## src/rtl/risc_defs_pkg.sv

```systemverilog
// Shared definitions for the risc core run controller: state encoding and
// default sequencing constants.
package risc_defs;

  typedef enum logic [2:0] {
    ST_IDLE = 3'd0,
    ST_HOLD = 3'd1,
    ST_RUN  = 3'd2,
    ST_DONE = 3'd3,
    ST_TOUT = 3'd4
  } run_state_e;

  localparam int unsigned DEF_HOLD_CYCLES = 4;
  localparam int unsigned DEF_TIMEOUT     = 1024;
  localparam int unsigned DEF_CNT_W       = 32;
  localparam int unsigned HOLD_CNT_W      = 8;

  // The core is out of reset while running and after a clean end of program,
  // so its architectural state can be inspected once halted.
  function automatic logic core_released(run_state_e s);
    return (s == ST_RUN) || (s == ST_DONE);
  endfunction

endpackage

```

## src/rtl/risc_cycle_counter.sv

```systemverilog
// Saturating up-counter with synchronous clear; clear wins over enable and
// the count sticks at all-ones instead of wrapping.
module risc_cycle_counter #(
  parameter int unsigned W = 32
) (
  input  logic         clk_i,
  input  logic         rst_ni,
  input  logic         clear_i,
  input  logic         enable_i,
  output logic [W-1:0] count_o
);

  logic [W-1:0] count_q, count_d;

  always_comb begin
    count_d = count_q;
    if (clear_i) begin
      count_d = '0;
    end else if (enable_i && (count_q != '1)) begin
      count_d = count_q + 1'b1;
    end
  end

  always_ff @(posedge clk_i or negedge rst_ni) begin
    if (!rst_ni) begin
      count_q <= '0;
    end else begin
      count_q <= count_d;
    end
  end

  assign count_o = count_q;

endmodule

```

## src/rtl/risc_run_ctrl.sv

```systemverilog
// Run controller for the risc core: holds the core in reset, releases it for
// a program run and ends the run on end-of-program, watchdog expiry or abort.
module risc_run_ctrl
  import risc_defs::*;
#(
  parameter int unsigned HOLD_CYCLES = DEF_HOLD_CYCLES,
  parameter int unsigned TIMEOUT     = DEF_TIMEOUT,
  parameter int unsigned CNT_W       = DEF_CNT_W
) (
  input  logic             clk,
  input  logic             reset,
  input  logic             start,
  input  logic             abort,
  input  logic             eop,
  output logic             core_rst_n,
  output logic             run,
  output logic             done,
  output logic             timeout,
  output logic [CNT_W-1:0] cycle_count
);

  localparam logic [HOLD_CNT_W-1:0] HOLD_LAST = HOLD_CNT_W'(HOLD_CYCLES - 1);
  localparam logic [CNT_W-1:0]      WDOG_LAST = CNT_W'(TIMEOUT - 1);
  localparam bit                    WDOG_EN   = (TIMEOUT != 0);

  run_state_e            state_q, state_d;
  logic [HOLD_CNT_W-1:0] hold_cnt_q, hold_cnt_d;
  logic                  core_rst_n_q, core_rst_n_d;
  logic                  run_q, run_d;
  logic                  done_q, done_d;
  logic                  tout_q, tout_d;
  logic                  launch;
  logic                  wdog_hit;

  assign launch   = start && !abort &&
                    ((state_q == ST_IDLE) || (state_q == ST_DONE) || (state_q == ST_TOUT));
  assign wdog_hit = WDOG_EN && (cycle_count == WDOG_LAST);

  // The edge that leaves RUN, including an abort, still counts as a RUN cycle.
  risc_cycle_counter #(
    .W (CNT_W)
  ) u_cycle_counter (
    .clk_i    (clk),
    .rst_ni   (reset),
    .clear_i  (launch),
    .enable_i (state_q == ST_RUN),
    .count_o  (cycle_count)
  );

  always_ff @(posedge clk or negedge reset) begin
    if (!reset) begin
      state_q      <= ST_IDLE;
      hold_cnt_q   <= '0;
      core_rst_n_q <= 1'b0;
      run_q        <= 1'b0;
      done_q       <= 1'b0;
      tout_q       <= 1'b0;
    end else begin
      state_q      <= state_d;
      hold_cnt_q   <= hold_cnt_d;
      core_rst_n_q <= core_rst_n_d;
      run_q        <= run_d;
      done_q       <= done_d;
      tout_q       <= tout_d;
    end
  end

  always_comb begin
    state_d    = state_q;
    hold_cnt_d = hold_cnt_q;
    if (abort) begin
      state_d = ST_IDLE;
    end else begin
      unique case (state_q)
        ST_IDLE, ST_DONE, ST_TOUT: begin
          if (start) begin
            state_d    = ST_HOLD;
            hold_cnt_d = '0;
          end
        end
        ST_HOLD: begin
          if (hold_cnt_q == HOLD_LAST) begin
            state_d = ST_RUN;
          end else begin
            hold_cnt_d = hold_cnt_q + 1'b1;
          end
        end
        ST_RUN: begin
          if (eop) begin
            state_d = ST_DONE;
          end else if (wdog_hit) begin
            state_d = ST_TOUT;
          end
        end
        default: state_d = ST_IDLE;
      endcase
    end
  end

  // Outputs are decoded from the next state so they appear registered in the
  // same cycle as the state they describe.
  always_comb begin
    core_rst_n_d = core_released(state_d);
    run_d        = (state_d == ST_RUN);
    done_d       = done_q;
    tout_d       = tout_q;
    if (launch) begin
      done_d = 1'b0;
      tout_d = 1'b0;
    end else if (state_q == ST_RUN) begin
      if (state_d == ST_DONE) begin
        done_d = 1'b1;
      end
      if (state_d == ST_TOUT) begin
        tout_d = 1'b1;
      end
    end
  end

  assign core_rst_n = core_rst_n_q;
  assign run        = run_q;
  assign done       = done_q;
  assign timeout    = tout_q;

endmodule

```

## config.mk

```make
export PLATFORM = sky130hd
export DESIGN_NAME = risc_run_ctrl
export DESIGN_NICKNAME = d
export VERILOG_FILES = /design/src/rtl/risc_defs_pkg.sv /design/src/rtl/risc_cycle_counter.sv /design/src/rtl/risc_run_ctrl.sv
export SDC_FILE = /design/constraint.sdc
export NUM_CORES = 1
export LEC_CHECK = 0
export ABC_CLOCK_PERIOD_IN_PS = 2300
export CAP_MARGIN = 0
export CELL_PAD_IN_SITES_DETAIL_PLACEMENT = 0
export CELL_PAD_IN_SITES_GLOBAL_PLACEMENT = 1
export CORE_MARGIN = 2
export CORE_UTILIZATION = 31
export DETAILED_ROUTE_END_ITERATION = 10
export GPL_TIMING_DRIVEN = 0
export PLACE_DENSITY = 0.78
export SLEW_MARGIN = 10
export SYNTH_ARGS = -nofsm -noshare
export SYNTH_HDL_FRONTEND = slang
export SYNTH_SLANG_ARGS = --single-unit
```

## constraint.sdc

```tcl
create_clock -name clk -period 2.3 [get_ports clk]
set_input_delay 0.23 -clock clk [delete_from_list [all_inputs] [get_ports clk]]
set_output_delay 0.23 -clock clk [all_outputs]
set_load 0.005 [all_outputs]
```

# After elaboration in Yosys (flattened, before gate mapping)
# Index checks and enable logic that the tools add are counted.
# op_classes
n_addsub,2
n_eq_ne,12
mux,17
bitwise_logic,1
n_reduce_logical,17
# op_table
op,n
$mux 32,2
$add 32x1->32 const B,1
$eq 32x10->1 const B,1
$ne 32x32->1 const B,1
$mux 8,2
$pmux 8 s2,1
$mux 3,5
$eq 3x2->1 const B,4
$reduce_bool 2->1,5
$pmux 3 s3,1
$add 8x1->8 const B,1
$eq 8x2->1 const B,1
$eq 3x3->1 const B,2
$mux 1,6
$ne 2x2->1 const B,2
$reduce_and 2->1,2
$reduce_and 4->1,1
$eq 3x1->1 const B,1
$logic_and 1x1->1,3
$logic_not 3->1,1
$logic_or 1x1->1,3
$reduce_or 3->1,1
$logic_not 1->1,1
$not 1->1,1
# totals
register_bits,47
in_bits,5
out_inout_bits,36
elab_cells,56

# Logic depth before layout (Yosys ltp)
# Gate-level depths: netlist of the first run.
# logic_depth
depth_word,9
mapped_depth,7
depth_no_buf,6

# Modules after synthesis
# A second synthesis of the first run with hierarchy kept.
# hier_totals
cells_unflattened,297
hier_area_um2,2813.9
# by_module_without_submodules
mod,n_inst,cells_per_inst,area_each_um2,seq_area_each_um2
risc_cycle_counter,1,198,1854.3,800.8
risc_run_ctrl,1,99,959.7,375.4

# Worst setup path after synthesis of the first run
# OpenSTA, ideal clock, no wires.
# synth_timing
path_type,reg2reg
startpoint,register state_q[0]
endpoint,register u_cycle_counter.count_q[31] (netlist: u_cycle_counter.count_o[31])
setup_ps,78
t_arrival_ps,2275
required_time_ps,2222
slack_ps,-53
stages_incl_launch_ff,7
n_path_buf,1
period_less_slack_ps,2353
path_cell_list,dfrtp_1 buf_6 or3b_4 or4_4 a311o_1 or4_1 a21oi_1
# synth_between
elab_chain_len,5
word_cells_on_any_way,10
cone_classes,eq/ne (3); mux (1); reduce/logical (6)
# synth_rtl
item,line_no,text
start: declaration,risc_run_ctrl.sv:26,"run_state_e state_q, state_d;"
start signal: assignment,risc_run_ctrl.sv:59,state_q <= state_d;
$eq 3x2->1 / $logic_not 3->1 (equally long branches),risc_run_ctrl.sv:36,((state_q == ST_IDLE) || (state_q == ST_DONE) || (state_q == ST_TOUT));
$logic_or 1x1->1 (2 in a row),risc_run_ctrl.sv:36,
$logic_and 1x1->1,risc_run_ctrl.sv:35,assign launch = start && !abort &&
$mux 32 / $reduce_bool 2->1 (equally long branches),n/a,
end signal: assignment,risc_cycle_counter.sv:28,count_q <= count_d;
end: declaration,risc_cycle_counter.sv:13,"logic [W-1:0] count_q, count_d;"
# Parallel ways exist; a longest one is shown, timed or not.
# A chain may end at the register's enable or synchronous reset.

# Worst setup path in the final report of the first run
# layout_timing
startpoint,register state_q[0]
endpoint,register u_cycle_counter.count_q[27] (netlist: u_cycle_counter.count_o[27])
# Same word-level chain as after synthesis.

==> qor.json, run 1 <==
{
  "detailed_routing": {
    "route.detailed.drc": 0,
    "routed_via_density": 5.49,
    "routed-wl-met2_um": 3140,
    "drt_iter0_drc": 115,
    "route.detailed.wl_per_inst_um": 15.8,
    "wl_met3_um": 272,
    "firstDrtPassIters": 4,
    "ant_nets": 0,
    "routed-via-count": 2365,
    "route.layer.met1.wl_um": 3300,
    "wirelength_um": 6790,
    "top_signal_layer_used": "met4"
  },
  "final_layout": {
    "drive_gt1_frac": 0.173,
    "most_used_cells_in_the_layout_excluding_fill_and_tap_cells": "dfrtp_1 (44), clkdlybuf4s50_1 (39), nand3_1 (20)",
    "layout.cells.most_common": "dfrtp_1",
    "syn2layout_area_growth_pct": 34.6,
    "antenna-diode-count": 0,
    "n_fill_cell": 791,
    "utilization": 0.433,
    "nNetsFinal": 335
  },
  "clocking": {
    "clk_path_buf_depth": 2,
    "h_tree_level_count": 2,
    "clk_latency_ns": 0.30,
    "worst_setup_hold_path_clk_slew_ns": 0.09,
    "cts_buffers": 5,
    "cts_tree": "yes",
    "clock_tree.root_cell": "clkbuf_8",
    "tritoncts_num_sinks": 47
  },
  "floorplan": {
    "die_width_um": 93.8,
    "chipHeight_um": 93.8,
    "starting_density_of_the_core": 0.322,
    "std_cell_rows": 32,
    "coreArea_um2": 7770,
    "design.die.area_um2": 8800,
    "top_level_ports": 41
  },
  "global_routing": {
    "gr-total-overflow": 0,
    "antenna_violations_before_repair": 0,
    "global_route.usage.total": 0.164,
    "grt_max_degree": 32,
    "grt_pass1_vias": 2320,
    "grt_first_pass_wirelength_um": 11500
  },
  "timing": {
    "worstMarginPinSlew_ns": 0.637,
    "min_period_over_period": 1.04,
    "setup_violations": 10,
    "total_negative_slack_for_setup_checks_ns": -0.474,
    "rsz_0062_raised_after_global_routing": "yes",
    "report.final.hold_viol_count": 0,
    "timing.slew.headroom": 0.576,
    "worst_slack_ns": -0.102,
    "count_of_pins_over_their_slew_limit": 0,
    "finClkSkew_ns": 0.00848,
    "maxClockFrequency_ghz": 0.416,
    "layout_min_cycle_time_ns": 2.40
  },
  "synthesis": {
    "synthMuxAreaShare": 0.00450,
    "ys_seq_area_frac": 0.470,
    "synth_area_leaders": "dfrtp_1 (47%), a21oi_1 (4.4%), nand3_1 (4.0%)",
    "netlist.area_leader.share": 0.470,
    "synth-seq-cells": 47,
    "netlist.top_cell.by_area": "dfrtp_1",
    "synth_async_sr_flop_share": 1.00,
    "synthesis.nets": 274,
    "synth_compound_gate_area_share": 0.179,
    "yosys.cell_types.count": 47,
    "synth-xor-area-share": 0.0385,
    "post_synth_and_or_nand_nor_area_fraction": 0.270,
    "yosys_warnings": 0,
    "syn-mean-instance-area_um2": 9.37,
    "postSynth.topFlopCell": "dfrtp_1",
    "yosys.area_share.adder": 0.0100,
    "combinational_family_with_the_most_area_after_synthesis": "simple AND/OR/NAND/NOR gates",
    "synth_enable_flop_cells": 0,
    "netlist_area_um2": 2500,
    "netlist_instances": 267
  },
  "min_path": {
    "hp-class": "input port to asynchronous set/reset pin"
  },
  "setup_path": {
    "path_class": "flip-flop to flip-flop",
    "worstSetupEndpointType": "flip-flop",
    "crit_path_start": "state_q[0]",
    "cp.arrival_ns": 2.63,
    "critical_path.reg2reg.endpoint": "u_cycle_counter.count_o[27]",
    "cp-start-kind": "flip-flop",
    "cp_slowest_stage_delay_ns": 0.51,
    "worst-endpoint-required_ns": 2.53,
    "critical_path_peak_fanout": 4,
    "path_cells": "or3b_4 > or4_4 > buf_6 > a2111o_1 > or3_4 > a21oi_2",
    "timing.rr.start": "state_q[0]",
    "r2r_slack_ns": -0.10,
    "timing.reg2reg.worst_path_depth": 6,
    "cpMaxStageDelayCell": "or4_4"
  },
  "status": {
    "violations": "negative setup slack",
    "status": "finished, violations left"
  },
  "placement": {
    "hpwl_um": 4630,
    "gpl.final_weighted_congestion": 0.781,
    "pre_cts_setup_slack_ns": -0.293,
    "io_buffers": 40
  },
  "power_and_ir_drop": {
    "worst_ir_drop_vdd_mv": 0.210,
    "static-leakage-power_nw": 1.28,
    "power.density_nw_per_um2": 453
  },
  "run": {
    "cap_violations": 0
  }
}
[power breakdown]
group          leakage, nW  internal [mW]  total, mW  switching, mW
Clock               0.0422          0.214      0.488          0.274
Combinational        0.587         0.0620      0.155         0.0927
Sequential           0.649          0.849      0.882         0.0326
Total                 1.28           1.13       1.52          0.400
[area by class of cell]
type / count / area (µm²) / area share
clock inverter: 1 / 5.00 / 0.00149
multi-input combinational: 205 / 1380 / 0.410
tap: 102 / 128 / 0.0379
sequential: 47 / 1180 / 0.351
inverter: 5 / 18.8 / 0.00558
buffer: 7 / 37.5 / 0.0112
timing repair buffer: 57 / 539 / 0.160
clock buffer: 7 / 76.3 / 0.0227
[state kept, by name (all words and copies together) (netlist names)]
signal	count
run	1
timeout	1
u_cycle_counter.count_o	32
hold_cnt_q	8
done	1
state_q	3
core_rst_n	1
[what timing repair did]
action / 4_1_cts / 5_1_grt
endpoints found under the hold margin: 16 / 0
buffers inserted: 11 / 3
resized for setup: 11 / 25
pin swaps: 13 / 10
endpoints found under the setup margin: 23 / 31
cloned: 1 / 0
hold buffers: 1 / 0
[cells in the mapped netlist, drive strengths merged (2+ instances only)]
cell and count:
a21oi 22, a311o 2, a31oi 2, and2 3, and3 3, and4 3
buf 3, clkbuf 7, dfrtp 47, ha 2, inv 5, nand2 18
nand3 20, nand4 11, nor2 19, nor2b 2, nor3 3, nor4 9
o211ai 5, o21a 2, o21ai 17, o31ai 10, o32ai 2, or2 2
or3 14, or3b 2, or4 9, xnor2 3, xor2 8
[worst max-delay path: cells and delay by family (launching register included)]
family                 cells  cell delay (ns)
AO/OA/AOI/OAI              2             0.50
AND/OR/NAND/NOR            3             1.29
flip-flops                 1             0.39
buffers and inverters      1             0.14
[worst max path at each step]
stage / end / slack (ns) / cells past startpoint
floorplan: u_cycle_counter.count_o[31] / -0.05 / 6
global placement: u_cycle_counter.count_o[19] / -0.40 / 1
detailed placement: u_cycle_counter.count_o[4] / -0.29 / 7
CTS: u_cycle_counter.count_o[13] / -0.20 / 7
global route: u_cycle_counter.count_o[27] / -0.18 / 6
finish: u_cycle_counter.count_o[27] / -0.10 / 6
[stage by stage]
step                power (mW)  std cells  hold WS (ns)  cell area, µm²
global route              1.61        431         0.425            3370
CTS                       1.55        431         0.391            3270
floorplan                0.973        267       -0.0656            2500
detailed placement        1.04        410         0.190            3040
finish                    1.52        431         0.394            3370
global placement          1.04        409         0.484            3030
[logic make-up after synthesis]
logic type | Yosys count
simple gates | 121
flops | 47
buf+inv | 15
fa+ha+maj | 2
compound gates | 70
xor+xnor | 11
mux | 1
[layer usage]
layer	up-vias	track usage
met2	57	0.257
li1	1147	-
met1	1152	0.230
met3	9	0.0289
met5	-	0
met4	0	0.0507
(Power assumes the default switching activity.)
==> run 2: changes to the inputs <==
--- a/config.mk
+++ b/config.mk
@@ -7,7 +7,7 @@
 export LEC_CHECK = 0
 export ABC_CLOCK_PERIOD_IN_PS = 2300
 export CAP_MARGIN = 0
-export CELL_PAD_IN_SITES_DETAIL_PLACEMENT = 0
+export CELL_PAD_IN_SITES_DETAIL_PLACEMENT = 1
 export CELL_PAD_IN_SITES_GLOBAL_PLACEMENT = 1
 export CORE_MARGIN = 2
 export CORE_UTILIZATION = 31
==> run 2 against run 1 <==
Net effect:
- total power increased by 5.4%
- the run still ends with negative setup slack left
- highest routed layer unchanged
- largest power group unchanged
- die area unchanged
- critical endpoint is now u_cycle_counter.count_o[19]
- largest cell class unchanged
- combinational power increased by 5%
==> qor.json, run 2 (synthesized netlist as in run 1, its figures left out) <==
{
  "status": {
    "violations": "negative setup slack",
    "status": "finished, violations left"
  },
  "setup_path": {
    "cpMostUsedCell": "or4_4",
    "cp_slowest_stage_delay_ns": 0.50,
    "critical_path_peak_fanout": 6,
    "worst-endpoint-required_ns": 2.54,
    "path_class": "flip-flop to flip-flop",
    "path_cells": "or3b_4 > or4_4 > a311o_2 > or4_4 > a21oi_2",
    "worstSetupEndpointType": "flip-flop",
    "r2r_slack_ns": -0.1,
    "cp.arrival_ns": 2.64,
    "cpMaxStageDelayCell": "or4_4",
    "cp-start-kind": "flip-flop"
  },
  "power_and_ir_drop": {
    "internal_power_mw": 1.19,
    "combPwrFrac": 0.101,
    "share_clk_of_total_power": 0.350,
    "part_of_the_total_power_dissipated_in_sequential_elements": 0.549,
    "report.power.total_mw": 1.61,
    "worst_ir_drop_vdd_mv": 0.220,
    "total_switching_power_mw": 0.420,
    "static-leakage-power_nw": 1.31,
    "switching_fraction": 0.261,
    "power.density_nw_per_um2": 470
  },
  "floorplan": {
    "coreArea_um2": 7770,
    "chipHeight_um": 93.8,
    "die_width_um": 93.8,
    "starting_density_of_the_core": 0.322,
    "top_level_ports": 41,
    "design.die.area_um2": 8800,
    "std_cell_rows": 32
  },
  "placement": {
    "gpl.final_weighted_congestion": 0.781,
    "numPlacedInstances": 410,
    "pre_cts_setup_slack_ns": -0.351,
    "dpl_cell_area_um2": 3040,
    "hpwl_um": 5110,
    "io_buffers": 40
  },
  "timing": {
    "setup_violations": 9,
    "worstMarginPinSlew_ns": 0.632,
    "worst_slack_ns": -0.0993,
    "layout_min_cycle_time_ns": 2.40,
    "total_negative_slack_for_setup_checks_ns": -0.379,
    "maxClockFrequency_ghz": 0.417,
    "count_of_pins_over_their_slew_limit": 0,
    "timing.slew.headroom": 0.579,
    "rsz_0062_raised_after_global_routing": "yes",
    "min_period_over_period": 1.04,
    "report.final.hold_viol_count": 0,
    "final.hold.worst_slack_ns": 0.388,
    "finClkSkew_ns": 0.00492
  },
  "final_layout": {
    "most_used_cells_in_the_layout_excluding_fill_and_tap_cells": "dfrtp_1 (43), clkdlybuf4s50_1 (39), nand3_1 (20), buf_4 (20), nor2_1 (19)",
    "utilization": 0.440,
    "drive_gt1_frac": 0.192,
    "nNetsFinal": 340,
    "final_design_area_no_fill_um2": 3420,
    "antenna-diode-count": 0,
    "largest_register_ffs": 32,
    "finalNonFillerCells": 436,
    "syn2layout_area_growth_pct": 36.6,
    "layout.cells.most_common": "dfrtp_1"
  },
  "min_path": {
    "hp-class": "input port to asynchronous set/reset pin"
  },
  "clocking": {
    "h_tree_level_count": 2,
    "clk_path_buf_depth": 2,
    "clk_latency_ns": 0.31,
    "clock_tree.root_cell": "clkbuf_8",
    "cts_buffers": 5,
    "worst_setup_hold_path_clk_slew_ns": 0.09,
    "tritoncts_num_sinks": 47,
    "cts_tree": "yes"
  },
  "detailed_routing": {
    "routed-via-count": 2463,
    "routed_via_density": 5.65,
    "route.detailed.drc": 0,
    "route.detailed.wl_per_inst_um": 18.0,
    "drt_iter0_drc": 102,
    "wirelength_um": 7870,
    "ant_nets": 0,
    "firstDrtPassIters": 4
  },
  "global_routing": {
    "global_route.usage.total": 0.186,
    "grt_pass1_vias": 2539,
    "grt_max_degree": 32,
    "grt_first_pass_wirelength_um": 12800,
    "gr-total-overflow": 0,
    "antenna_violations_before_repair": 0
  },
  "run": {
    "cap_violations": 0
  }
}
==> run 2: final cells by class <==
class / count / area [µm²]
buffer: 6 / 33.8
clock buffer: 8 / 100
fill: 923 / 4350
inverter: 5 / 18.8
multi-input combinational: 205 / 1370
sequential: 47 / 1180
tap: 102 / 128
timing repair buffer: 63 / 581
==> run 2: power groups by stage <==
| stage | Combinational [mW] | Clock, mW | Sequential [mW] |
|---|---|---|---|
| 2_1_floorplan | 0.0857 | 0 | 0.887 |
| 3_3_place_gp | 0.144 | 0 | 0.893 |
| 3_5_place_dp | 0.155 | 0 | 0.897 |
| 4_1_cts | 0.168 | 0.583 | 0.880 |
| 5_1_grt | 0.186 | 0.616 | 0.885 |
| 6_report | 0.163 | 0.562 | 0.882 |
==> run 2: timing repair <==
item / in CTS / in global routing
gates resized for setup: 14 / 22
cloned: 1 / 0
hold buffers: 1 / 0
setup buffers: 13 / 7
endpoints found under the hold margin: 16 / 0
pin swaps: 13 / 9
setup endpoints to repair: 28 / 37
==> run 2: critical path: cells and delay by family, from the launching register on <==
family             cells  cell delay [ns]
DFF                    1             0.43
AOI/OAI and AO/OA      2             0.54
and+or+nand+nor        3             1.35
==> run 2: path summary, 6_finish.rpt <==
kind,endpoint,cells after the start,startpoint
setup / recovery,u_cycle_counter.count_o[19],5,state_q[2]
hold / removal,state_q[1],2,reset
setup reg to reg,u_cycle_counter.count_o[19],5,state_q[2]
hold reg to reg,done,2,done
max in group asynchronous,u_cycle_counter.count_o[14],3,reset
min in group clk,done,2,done
==> run 2: routing by layer <==
layer | global-route usage | share of wire | vias to the layer above
met5 | 0 | 0 | -
met4 | 0.0604 | 0.018 | 0
met3 | 0.0337 | 0.029 | 12
met2 | 0.308 | 0.49 | 49
met1 | 0.245 | 0.46 | 1251
li1 | - | - | 1151
==> run 3: changes to the inputs <==
--- a/config.mk
+++ b/config.mk
@@ -9,7 +9,7 @@
 export CAP_MARGIN = 0
 export CELL_PAD_IN_SITES_DETAIL_PLACEMENT = 1
 export CELL_PAD_IN_SITES_GLOBAL_PLACEMENT = 1
-export CORE_MARGIN = 2
+export CORE_MARGIN = 5
 export CORE_UTILIZATION = 31
 export DETAILED_ROUTE_END_ITERATION = 10
 export GPL_TIMING_DRIVEN = 0
==> run 3 against run 2 <==
Net effect:
- the run still ends with negative setup slack left
- critical path depth increased by 2
- count of clock-buffer cells in the layout down 2
- critical path type unchanged
- register-to-register slack got worse by 0.04 ns
- combinational power is essentially flat
- utilization shrank 0.45 points
==> qor.json, run 3 (synthesized netlist as in run 1, its figures left out) <==
{
  "final_layout": {
    "antenna-diode-count": 0,
    "nNetsFinal": 337,
    "finalNonFillerCells": 433,
    "syn2layout_area_growth_pct": 35.9,
    "largest_register_ffs": 32,
    "final_design_area_no_fill_um2": 3400,
    "layout.cells.most_common": "dfrtp_1",
    "most_used_cells_in_the_layout_excluding_fill_and_tap_cells": "dfrtp_1 (44), clkdlybuf4s50_1 (39), nand3_1 (20)",
    "utilization": 0.435,
    "drive_gt1_frac": 0.175
  },
  "power_and_ir_drop": {
    "report.power.total_mw": 1.68,
    "static-leakage-power_nw": 1.31,
    "worst_ir_drop_vdd_mv": 0.248,
    "power.density_nw_per_um2": 494
  },
  "run": {
    "cap_violations": 0
  },
  "placement": {
    "io_buffers": 40,
    "gpl.final_weighted_congestion": 0.786,
    "hpwl_um": 5240,
    "dpl_cell_area_um2": 3040,
    "pre_cts_setup_slack_ns": -0.350,
    "numPlacedInstances": 410
  },
  "global_routing": {
    "global_route.usage.total": 0.152,
    "grtUsageMet2": 0.247,
    "grt_most_used_layer": "met2",
    "grt_first_pass_wirelength_um": 12400,
    "gr-total-overflow": 0,
    "grt_max_degree": 32,
    "use_met1": 0.207,
    "global_route.usage.met3": 0.0243,
    "grt_pass1_vias": 2501,
    "antenna_violations_before_repair": 0
  },
  "detailed_routing": {
    "routed-via-count": 2417,
    "drt_iter0_drc": 77,
    "route.detailed.drc": 0,
    "route.detailed.wl_per_inst_um": 17.6,
    "ant_nets": 0,
    "routed_via_density": 5.58,
    "wirelength_um": 7600,
    "firstDrtPassIters": 4
  },
  "timing": {
    "report.final.hold_viol_count": 0,
    "setup_violations": 9,
    "rsz_0062_raised_after_global_routing": "yes",
    "finClkSkew_ns": 0.00971,
    "timing.slew.headroom": 0.603,
    "maxClockFrequency_ghz": 0.410,
    "worst_slack_ns": -0.142,
    "worstMarginPinSlew_ns": 0.595,
    "count_of_pins_over_their_slew_limit": 0,
    "min_period_over_period": 1.06,
    "layout_min_cycle_time_ns": 2.44
  },
  "setup_path": {
    "path_class": "flip-flop to flip-flop",
    "cp_slowest_stage_delay_ns": 0.50,
    "critical_path_peak_fanout": 6,
    "cpMaxStageDelayCell": "or4_4",
    "path_cells": "buf_6 > or3b_4 > or4_4 > a311o_2 > buf_6 > or3_4 > a21oi_2",
    "worst-endpoint-required_ns": 2.53,
    "cpMostUsedCell": "buf_6",
    "cp-start-kind": "flip-flop",
    "cp.arrival_ns": 2.67,
    "worstSetupEndpointType": "flip-flop"
  },
  "floorplan": {
    "chipHeight_um": 99.8,
    "design.die.area_um2": 9970,
    "coreArea_um2": 7810,
    "top_level_ports": 41,
    "starting_density_of_the_core": 0.320,
    "die_width_um": 99.8,
    "std_cell_rows": 32
  },
  "clocking": {
    "clk_latency_ns": 0.30,
    "worst_setup_hold_path_clk_slew_ns": 0.09,
    "clk_path_buf_depth": 2,
    "h_tree_level_count": 2,
    "clock_tree.root_cell": "clkbuf_8",
    "tritoncts_num_sinks": 47,
    "cts_tree": "yes",
    "cts_buffers": 5
  },
  "status": {
    "violations": "negative setup slack",
    "status": "finished, violations left"
  },
  "min_path": {
    "hp-class": "input port to asynchronous set/reset pin"
  }
}
run 3: final cells by class:
type | instances | area, µm²
Timing Repair Buffer | 58 | 553
Multi-Input combinational cell | 205 | 1350
Fill cell | 898 | 4410
Clock buffer | 6 | 82.6
Clock inverter | 2 | 35.0
Inverter | 5 | 18.8
Tap cell | 102 | 128
Buffer | 8 | 48.8
Sequential cell | 47 | 1180
run 3: repair_timing:
action                                 CTS  global route
endpoints found under the hold margin   16             0
hold buffers                             1             0
setup buffers                            7             8
gates cloned                             1             0
pin swaps                               14             6
resized for setup                       14            20
setup endpoints to repair               27            32
run 3: stage by stage:
step | hold slack (ns) | TNS, ns
final | 0.390 | -0.869
after global routing | 0.425 | -2.26
after CTS | 0.401 | -1.67
after detailed placement | 0.189 | -4.75
after global placement | 0.482 | -21.92
after floorplan | -0.0656 | -0.183
run 3: per-layer routing:
layer	part of all wire	vias up
met5	0	-
met4	0.012	0
met3	0.034	8
met2	0.48	48
met1	0.47	1221
li1	-	1140
run 3: critical path, delay by kind of cell, from the launching register on:
family                 cells  cell delay, ns
AND/OR/NAND/NOR            3            1.22
flip-flops                 1            0.34
buffers and inverters      2            0.27
AO/OA/AOI/OAI              2            0.53
run 3: power breakdown:
part | internal (mW) | switching, mW | total (mW)
registers | 0.849 | 0.0315 | 0.880
clock network | 0.352 | 0.285 | 0.637
logic | 0.0647 | 0.0979 | 0.163
run 3: final timing paths:
check	start	endpoint	slack [ns]	cells after the start
setup reg to reg	state_q[1]	u_cycle_counter.count_o[15]	-0.14	7
hold / removal	reset	u_cycle_counter.count_o[7]	0.39	2
setup / recovery	state_q[1]	u_cycle_counter.count_o[15]	-0.14	7
max in group asynchronous	reset	u_cycle_counter.count_o[14]	1.38	3
min in group clk	timeout	timeout	0.51	2
hold reg to reg	timeout	timeout	0.51	2
